### config.mk
export PLATFORM = sky130hd
export DESIGN_NAME = ahb_bus_arbiter_flat
export DESIGN_NICKNAME = d
export VERILOG_FILES = /design/src/rtl/ahb_bus_arbiter_if.sv /design/src/rtl/ahb_bus_arbiter.sv /design/src/flat_wrapper.sv
export SDC_FILE = /design/constraint.sdc
export NUM_CORES = 1
export LEC_CHECK = 0
export BUFFER_PORTS_ARGS = -buffer_cell sky130_fd_sc_hd__buf_2
export CORE_AREA = 2 2 123 125
export DETAILED_ROUTE_END_ITERATION = 8
export DIE_AREA = 0 0 125 127
export PLACE_DENSITY = 0.47
export SLEW_MARGIN = 20
export SYNTH_ARGS = -nofsm -noshare
export SYNTH_HDL_FRONTEND = slang
export SYNTH_SLANG_ARGS = --single-unit
### constraint.sdc
create_clock -name clk -period 4.6 [get_ports clk]
set_input_delay 0.46 -clock clk [delete_from_list [all_inputs] [get_ports clk]]
set_output_delay 0.46 -clock clk [all_outputs]
set_load 0.1 [all_outputs]
### src/rtl/ahb_bus_arbiter_if.sv
// Bus bundle for the two-master AHB-Lite arbiter: CPU master set, DMA
// controller master set, and the shared slave-side signals.
// "slave" is the arbiter's view; "master" is the view of whatever drives
// the requests and the slave responses (masters plus slave model).
interface ahb_bus_arbiter_if #(
  parameter int BEAT_W = 4
);
  // CPU master
  logic              CpuReq;
  logic [31:0]       CpuAddr;
  logic [1:0]        CpuTrans;
  logic              CpuWrite;
  logic [31:0]       CpuWData;
  logic [BEAT_W-1:0] CpuBurst_Size;
  logic              CpuGrant;
  logic [31:0]       CpuRData;
  // DMA controller master
  logic              Bus_Req;
  logic [31:0]       MAddress;
  logic [1:0]        MTrans;
  logic              MWrite;
  logic [31:0]       MWData;
  logic [BEAT_W-1:0] MBurst_Size;
  logic              Bus_Grant;
  logic [31:0]       MRData;
  // Shared slave bus
  logic              HReady;
  logic [31:0]       HRData;
  logic [31:0]       HAddr;
  logic [1:0]        HTrans;
  logic              HWrite;
  logic [31:0]       HWData;
  logic              HMaster;

  modport slave (
    input  CpuReq, CpuAddr, CpuTrans, CpuWrite, CpuWData, CpuBurst_Size,
    input  Bus_Req, MAddress, MTrans, MWrite, MWData, MBurst_Size,
    input  HReady, HRData,
    output CpuGrant, Bus_Grant, HAddr, HTrans, HWrite, HWData, HMaster,
    output MRData, CpuRData
  );

  modport master (
    output CpuReq, CpuAddr, CpuTrans, CpuWrite, CpuWData, CpuBurst_Size,
    output Bus_Req, MAddress, MTrans, MWrite, MWData, MBurst_Size,
    output HReady, HRData,
    input  CpuGrant, Bus_Grant, HAddr, HTrans, HWrite, HWData, HMaster,
    input  MRData, CpuRData
  );
endinterface

### src/rtl/ahb_bus_arbiter.sv
// Two-master (CPU / DMA) AHB-Lite arbiter. Ownership of the address phase
// only moves on burst boundaries; a beat counter loaded on NONSEQ holds the
// bus locked until the last SEQ beat of the burst has been accepted.
// Build option: ARB_ROUND_ROBIN_EN -- when defined, contention is resolved
// in favour of the master that did not own the bus last; otherwise DMA
// always beats CPU.
module ahb_bus_arbiter #(
  parameter bit DEFAULT_MASTER = 1'b0,  // 0 = CPU parked, 1 = DMA parked
  parameter int BEAT_W         = 4
) (
  input logic             clk,
  input logic             rst,
  ahb_bus_arbiter_if.slave bus
);

  localparam logic [1:0] TR_NONSEQ = 2'b10;
  localparam logic [1:0] TR_SEQ    = 2'b11;
  // Grant vectors: bit 0 = CPU, bit 1 = DMA
  localparam logic [1:0] GNT_CPU   = 2'b01;
  localparam logic [1:0] GNT_DMA   = 2'b10;
  localparam logic [1:0] GNT_DEF   = DEFAULT_MASTER ? GNT_DMA : GNT_CPU;

  typedef enum logic [1:0] {
    PARK   = 2'd0,
    OWN    = 2'd1,
    LOCKED = 2'd2
  } state_e;

  state_e            state_q, state_d;
  logic [1:0]        gnt_q, gnt_d;
  logic [1:0]        dgnt_q, dgnt_d;
  logic [BEAT_W-1:0] cnt_q, cnt_d;

  logic [1:0]        own_trans;
  logic [BEAT_W-1:0] own_size;
  logic [1:0]        pick;
  logic              any_req;

  // Address-phase owner's view; the non-owner's signals never reach the bus
  assign own_trans = gnt_q[1] ? bus.MTrans      : bus.CpuTrans;
  assign own_size  = gnt_q[1] ? bus.MBurst_Size : bus.CpuBurst_Size;
  assign any_req   = bus.Bus_Req | bus.CpuReq;

  // Shared bus mux: address phase by gnt, write data by data-phase owner
  assign bus.HAddr     = gnt_q[1]  ? bus.MAddress : bus.CpuAddr;
  assign bus.HTrans    = own_trans;
  assign bus.HWrite    = gnt_q[1]  ? bus.MWrite   : bus.CpuWrite;
  assign bus.HWData    = dgnt_q[1] ? bus.MWData   : bus.CpuWData;
  assign bus.HMaster   = gnt_q[1];
  assign bus.CpuGrant  = gnt_q[0];
  assign bus.Bus_Grant = gnt_q[1];
  assign bus.MRData    = bus.HRData;
  assign bus.CpuRData  = bus.HRData;

  // Winner of an arbitration round, used only when the bus is free
  always_comb begin
    pick = GNT_DEF;
`ifdef ARB_ROUND_ROBIN_EN
    if (bus.Bus_Req && bus.CpuReq)
      pick = gnt_q[1] ? GNT_CPU : GNT_DMA;   // current owner is "last owner"
    else if (bus.Bus_Req)
      pick = GNT_DMA;
    else if (bus.CpuReq)
      pick = GNT_CPU;
`else
    if (bus.Bus_Req)
      pick = GNT_DMA;
    else if (bus.CpuReq)
      pick = GNT_CPU;
`endif
  end

  // Next-state: beat bookkeeping, lock, and re-arbitration on free bus.
  // The counter holds the beats still owed after the accepted one, so the
  // bus is locked exactly while it is non-zero; when the last beat of a
  // burst is accepted it reaches zero and arbitration runs that same edge.
  always_comb begin
    state_d = state_q;
    gnt_d   = gnt_q;
    dgnt_d  = dgnt_q;
    cnt_d   = cnt_q;
    if (bus.HReady) begin
      dgnt_d = gnt_q;
      if (own_trans == TR_NONSEQ)
        cnt_d = (own_size > BEAT_W'(1)) ? own_size - BEAT_W'(1) : '0;
      else if (own_trans == TR_SEQ && cnt_q != '0)
        cnt_d = cnt_q - BEAT_W'(1);
      if (cnt_d != '0) begin
        state_d = LOCKED;
      end else begin
        gnt_d   = pick;
        state_d = any_req ? OWN : PARK;
      end
    end
  end

  // Arbiter state; HReady low leaves everything frozen via the holds above
  always_ff @(posedge clk or posedge rst) begin
    if (rst) begin
      state_q <= PARK;
      gnt_q   <= GNT_DEF;
      dgnt_q  <= GNT_DEF;
      cnt_q   <= '0;
    end else begin
      state_q <= state_d;
      gnt_q   <= gnt_d;
      dgnt_q  <= dgnt_d;
      cnt_q   <= cnt_d;
    end
  end

endmodule
### src/flat_wrapper.sv
// flat-port wrapper written by rule: the top's interface ports become plain ports
module ahb_bus_arbiter_flat 
#(
  parameter bit DEFAULT_MASTER = 1'b0,                                   
  parameter int BEAT_W         = 4
)
  (clk, rst, bus_CpuReq, bus_CpuAddr, bus_CpuTrans, bus_CpuWrite, bus_CpuWData, bus_CpuBurst_Size, bus_Bus_Req, bus_MAddress, bus_MTrans, bus_MWrite, bus_MWData, bus_MBurst_Size, bus_HReady, bus_HRData, bus_CpuGrant, bus_Bus_Grant, bus_HAddr, bus_HTrans, bus_HWrite, bus_HWData, bus_HMaster, bus_MRData, bus_CpuRData);
  ahb_bus_arbiter_if #(.BEAT_W(BEAT_W)) bus_i ();
  input logic clk;
  input logic rst;
  input wire logic [$bits(bus_i.CpuReq)-1:0] bus_CpuReq;
  input wire logic [$bits(bus_i.CpuAddr)-1:0] bus_CpuAddr;
  input wire logic [$bits(bus_i.CpuTrans)-1:0] bus_CpuTrans;
  input wire logic [$bits(bus_i.CpuWrite)-1:0] bus_CpuWrite;
  input wire logic [$bits(bus_i.CpuWData)-1:0] bus_CpuWData;
  input wire logic [$bits(bus_i.CpuBurst_Size)-1:0] bus_CpuBurst_Size;
  input wire logic [$bits(bus_i.Bus_Req)-1:0] bus_Bus_Req;
  input wire logic [$bits(bus_i.MAddress)-1:0] bus_MAddress;
  input wire logic [$bits(bus_i.MTrans)-1:0] bus_MTrans;
  input wire logic [$bits(bus_i.MWrite)-1:0] bus_MWrite;
  input wire logic [$bits(bus_i.MWData)-1:0] bus_MWData;
  input wire logic [$bits(bus_i.MBurst_Size)-1:0] bus_MBurst_Size;
  input wire logic [$bits(bus_i.HReady)-1:0] bus_HReady;
  input wire logic [$bits(bus_i.HRData)-1:0] bus_HRData;
  output wire logic [$bits(bus_i.CpuGrant)-1:0] bus_CpuGrant;
  output wire logic [$bits(bus_i.Bus_Grant)-1:0] bus_Bus_Grant;
  output wire logic [$bits(bus_i.HAddr)-1:0] bus_HAddr;
  output wire logic [$bits(bus_i.HTrans)-1:0] bus_HTrans;
  output wire logic [$bits(bus_i.HWrite)-1:0] bus_HWrite;
  output wire logic [$bits(bus_i.HWData)-1:0] bus_HWData;
  output wire logic [$bits(bus_i.HMaster)-1:0] bus_HMaster;
  output wire logic [$bits(bus_i.MRData)-1:0] bus_MRData;
  output wire logic [$bits(bus_i.CpuRData)-1:0] bus_CpuRData;
  assign bus_i.CpuReq = bus_CpuReq;
  assign bus_i.CpuAddr = bus_CpuAddr;
  assign bus_i.CpuTrans = bus_CpuTrans;
  assign bus_i.CpuWrite = bus_CpuWrite;
  assign bus_i.CpuWData = bus_CpuWData;
  assign bus_i.CpuBurst_Size = bus_CpuBurst_Size;
  assign bus_i.Bus_Req = bus_Bus_Req;
  assign bus_i.MAddress = bus_MAddress;
  assign bus_i.MTrans = bus_MTrans;
  assign bus_i.MWrite = bus_MWrite;
  assign bus_i.MWData = bus_MWData;
  assign bus_i.MBurst_Size = bus_MBurst_Size;
  assign bus_i.HReady = bus_HReady;
  assign bus_i.HRData = bus_HRData;
  assign bus_CpuGrant = bus_i.CpuGrant;
  assign bus_Bus_Grant = bus_i.Bus_Grant;
  assign bus_HAddr = bus_i.HAddr;
  assign bus_HTrans = bus_i.HTrans;
  assign bus_HWrite = bus_i.HWrite;
  assign bus_HWData = bus_i.HWData;
  assign bus_HMaster = bus_i.HMaster;
  assign bus_MRData = bus_i.MRData;
  assign bus_CpuRData = bus_i.CpuRData;
  ahb_bus_arbiter #(.DEFAULT_MASTER(DEFAULT_MASTER), .BEAT_W(BEAT_W)) u_core (.clk(clk), .rst(rst), .bus(bus_i));
endmodule
* Word level (Yosys, flattened, before mapping)
Cells that the tools add are included.
** Word-level totals
- Register bits :: 8
- Input bits :: 179
- Output and inout port bits :: 134
- Logic and storage cells :: 23
** Operators by class
- Add/subtract/negate cells :: 2
- Order comparisons :: 1
- Equality and inequality tests :: 2
- Muxes and demuxes :: 10
- Bitwise logic cells :: 1
- Reductions and logical operators :: 4
** Operators by type and width (number)
- 2-to-1 mux 32 bit :: 2
- 2-to-1 mux 4 bit :: 5
- nonzero test 4 bit :: 2
- subtractor 4 x 1 -> 4 bit, second input constant :: 2
- equality test 2 bit, second input constant :: 2
- > comparator 4 x 1 -> 1 bit, second input constant :: 1
- 2-to-1 mux 2 bit :: 2
- AND reduction 2 bit :: 1
- logical AND 1 bit :: 1
- 2-to-1 mux 1 bit :: 1
- inverter 1 bit :: 1

* Depth between registers and ports, before layout
- Depth in word-level cells :: 9
- Mapped depth :: 9
- Gate-level depth less buffers :: 8

* Worst setup path before layout
OpenSTA, ideal clock, no wires.
- Kind :: flip-flop to flip-flop
- Start point :: register u_core.gnt_q[1]
- End point :: register u_core.gnt_q[0]
- Setup time :: 0.081 ns
- Data arrival time :: 2.833 ns
- Required time :: 4.519 ns
- Path slack :: 1.686 ns
- Cell stages (with the launch flop) :: 8
- Path buffers :: 1
- Path through :: dfrtp_1 buf_6 mux2i_1 inv_1 o21ai_0 a221oi_1 o211ai_1 o211ai_1
** Between the ends
- Cells in the longest elaborated chain, start to end :: 9
** Ends and longest elaborated chain
- start, declared :: RTL line ahb_bus_arbiter.sv:30 : logic [1:0] gnt_q, gnt_d;
- start signal, assigned :: RTL line ahb_bus_arbiter.sv:106 : gnt_q <= gnt_d;
- 2-to-1 mux 2 bit * :: RTL line ahb_bus_arbiter.sv:40 : assign own_trans = gnt_q[1] ? bus.MTrans : bus.CpuTrans;
- net bus_HTrans[1] :: RTL line flat_wrapper.sv:28 : output wire logic [$bits(bus_i.HTrans)-1:0] bus_HTrans;
- equality test 2 bit :: RTL line ahb_bus_arbiter.sv:86 : else if (own_trans == TR_SEQ && cnt_q != '0)
- logical AND 1 bit :: RTL line ahb_bus_arbiter.sv:86
- 2-to-1 mux 4 bit :: RTL line ahb_bus_arbiter.sv:86
- 2-to-1 mux 4 bit * :: RTL line ahb_bus_arbiter.sv:84 : if (own_trans == TR_NONSEQ)
- 2-to-1 mux 4 bit * :: RTL line ahb_bus_arbiter.sv:82 : if (bus.HReady) begin
- nonzero test 4 bit * :: RTL line ahb_bus_arbiter.sv:88 : if (cnt_d != '0) begin
- inverter 1 bit (no line) *
- AND reduction 2 bit (no line) *
Mark *: on every way through the listed nets, which the timed path passes. The rest lies on a longest branch. The select of a mux whose other input is x is not followed.
A chain may end at the register's enable or synchronous reset.

* Worst setup path in the final report
- Start point :: register u_core.gnt_q[1]
- End point :: register u_core.gnt_q[1]
** Between the ends
- Cells in the longest elaborated chain, start to end :: 9
** Ends and longest elaborated chain (RTL line)
- parallel branches: the longest is 4 deep, another holds subtractor 4 x 1 -> 4 bit
- 2-to-1 mux 4 bit * :: ahb_bus_arbiter.sv:84
- 2-to-1 mux 4 bit * :: ahb_bus_arbiter.sv:82
- nonzero test 4 bit * :: ahb_bus_arbiter.sv:88
- inverter 1 bit (no line) *
- AND reduction 2 bit (no line) *
Mark *: on every way between the ends. The select of a mux whose other input is x is not followed.

==> key figures <==
Timing
  • RSZ-0062 raised after global routing: false
  • Sum of negative setup slack: 0 ns
  • Worst-Margin Slew: 0.677 ns
  • Setup violators final: 0
  • Slew Limit Fails: 0
  • Rel. slew slack: 54.8%
  • Post-route minimum period: 2.75 ns
  • Highest clock rate: 364 MHz
  • Final setup skew: 0.00251 ns
  • Final hold vios: 0
  • Tcrit/Tclk final: 59.8%

Clocking
  • Clk sinks: 7
  • Number of buffers created by CTS: 3
  • CTS Hold Buffers Added: 0
  • H-tree Lvls: 1
  • Clk buf depth: 2
  • Clock transition at path regs: 0.04 ns
  • Root buffer cell: clkbuf_16
  • CTS resizes: 0
  • Clock Latency Late Sink: 0.23 ns
  • CTS tree: done
  • Setup Buffers After CTS: 0

Critical path
  • Cell chain of the critical path: buf_4 -> mux2i_1 -> inv_1 -> ha_1 -> or2_2 -> a22oi_1 -> o21ai_0 -> o211ai_1 -> o211ai_1
  • Crit path DAT: 2.85 ns
  • Critical Path RT: 4.70 ns
  • CP Capture Type: register
  • Max stage delay cell, worst path: dfrtp_2
  • CP top delay family: compound AO/OA/AOI/OAI gates
  • Critical path fanouts, max: 35
  • Crit Path Category: reg2reg
  • CP Buf/Inv Count: 2
  • Worst Setup Start Kind: register
  • Most used cell, CP: o211ai_1
  • CP max stage delay: 0.56 ns

Yosys
  • Synthesized area: 0.00198 mm^2
  • Top-count cell post-synth: mux2_2
  • Avg Cell Area, Syn: 9.12 um^2
  • Commonest cells in the netlist: 67 x mux2_2, 65 x buf_4, 12 x inv_1
  • Seq cells post-synth: 7
  • Largest area contributor in the netlist: mux2_2
  • Main flop type after synthesis: dfrtp_1
  • Syn Inst Count: 217
  • Post-synth EDFFs: 0
  • Yosys top cell area share: 38.1%
  • Syn. warnings: 0
  • Syn nets: 399
  • Register area share after synthesis: 8.91%
  • Top cells by area, synth: mux2_2 38%, buf_4 25%, dfrtp_1 7.6%, mux2i_1 2.5%, inv_1 2.3%
  • Ys async rst share: 100%
  • Synth cell types: 39

Placed design
  • I/O Buffers: 215
  • Gp weighted congestion: 0.795
  • Post-DP Area: 0.00276 mm^2
  • Final HPWL from detailed placement: 7000 um
  • Placed insts: 543

Drt
  • Vias per inst: 3.87
  • Drt wl/cell: 14.3 um
  • DR pass1 iterations: 4
  • Initial drt markers: 64
  • DRC: 0
  • DRT Wirelength: 7830 um
  • Via Count: 2116
  • Antenna Nets Post-Route: 0

Global routing
  • Initial antenna violation count: 0
  • Vias in the first global route: 2081
  • All-Layer GR Usage: 8.75%
  • Global-route wire length before repair: 11300 um
  • Global route overflow: 0
  • Largest net degree at the start of global routing: 36

Cells and area
  • Non-Filler Instances: 547
  • FILL cells: 1621
  • Multi-input gate area: 0.00122 mm^2
  • Layout area overhead: 43.6%
  • Final Cell Area: 0.00284 mm^2
  • N_diodes: 0
  • Final #Nets: 546
  • Share of layout cells above drive strength 1: 81.0%
  • Register area: 179 um^2

Power and ir drop
  • Sw Share: 69.7%
  • Final Power: 1.90 mW
  • Power Dens Cells: 668 mW/mm^2
  • Total net switching power: 1.32 mW
  • Flop pwr share: 9.0%
  • Clock Power Share: 7.9%
  • VDD IR-drop max: 0.000256 V
  • P_leak: 1.49 nW
  • Combinational group share of total power: 83.2%
  • Internal power: 0.575 mW

Die
  • Io pins: 313
  • Die width: 125 um
  • Total die area: 0.0159 mm^2
  • Core footprint: 0.0144 mm^2
  • Cell row count: 44
  • Die Ht: 127 um
  • Initial Utilization: 13.7%

Job
  • Maxcap violations: 0

Worst hold path
  • Hold Path Class: in2async

Outcome
  • Status: finished, final reports clean
[kinds of logic after synthesis]
group	count (synthesis)	synth area share (%)
simple gates	18	5.37
flops	7	8.91
mux	73	41.8
xor+xnor	1	0.443
compound gates	29	12.4
fa+ha+maj	3	1.90
buf+inv	86	29.2
[routing by layer]
metal | up-vias | wire length [um] | global-route usage, %
met5 | - | 0 | 0
met4 | 0 | 33 | 1.44
met3 | 6 | 689 | 2.39
met2 | 147 | 4170 | 16.3
met1 | 965 | 2940 | 10.2
li1 | 998 | - | -
[cell type report]
type | instances | share of cell area, %
well taps | 184 | 8.10
clock buffers | 4 | 2.77
repair buffers | 216 | 38.1
multi-input cells | 124 | 43.1
inverters | 12 | 1.59
flip-flops and latches | 7 | 6.30
[worst reg2reg max path, stage by stage, from the launching register on]
cell and delay, ns:
dfrtp_2 0.56, buf_4 0.46, mux2i_1 0.37, inv_1 0.14
ha_1 0.19, or2_2 0.28, a22oi_1 0.23, o21ai_0 0.11
o211ai_1 0.14, o211ai_1 0.13
[cells in the final DEF, fill, tap and decap left out, types with 2 or more instances in the layout]
cell type / n
a21boi_0: 2
nand2_1: 3
a22oi_1: 3
ha_1: 3
a22o_1: 2
nor3b_1: 2
dfrtp_2: 2
nand2b_1: 3
clkbuf_16: 3
o22ai_1: 2
inv_1: 12
mux2_2: 67
o211ai_1: 3
o21a_1: 2
dfrtp_1: 4
mux2i_1: 5
buf_2: 215
o21ai_0: 7
nor3_1: 2
[power groups by stage]
stage               sequential [mW]  clock (mW)  combinational (mW)
floorplan                     0.133           0                1.64
global placement              0.167           0                1.58
detailed placement            0.172           0                1.58
CTS                           0.171       0.151                1.58
global route                  0.183       0.156                1.63
finish                        0.170       0.149                1.58
[registers in the layout, indices dropped and copies added (netlist names)]
register / flops
u_core.cnt_q: 4
u_core.dgnt_q: 1
u_core.gnt_q: 2
[through the flow]
step | hold slack, ns | worst slack, ns | util [%]
after CTS | 0.177 | 1.81 | 19.7
after detailed placement | 0.419 | 1.81 | 19.2
after global placement | 0.421 | 1.89 | 19.1
after floorplan | 0.263 | 1.69 | -
final | 0.163 | 1.85 | 19.7
after global routing | 0.182 | 1.59 | 19.7
[worst paths after layout]
path	start	end	slack [ns]	cells after the start
setup / recovery	u_core.gnt_q[1]$_DFFE_PP0P_	u_core.gnt_q[1]$_DFFE_PP0P_	1.85	9
hold / removal	rst	u_core.cnt_q[3]$_DFFE_PP0P_	0.16	2
setup reg to reg	u_core.gnt_q[1]$_DFFE_PP0P_	u_core.gnt_q[1]$_DFFE_PP0P_	1.85	9
hold reg to reg	u_core.cnt_q[1]$_DFFE_PP0P_	u_core.cnt_q[1]$_DFFE_PP0P_	0.55	1
max in group asynchronous	rst	u_core.gnt_q[0]$_DFFE_PP1P_	4.16	2
min in group clk	bus_Bus_Req	u_core.gnt_q[0]$_DFFE_PP1P_	0.52	3
(Power assumes the default switching activity.)
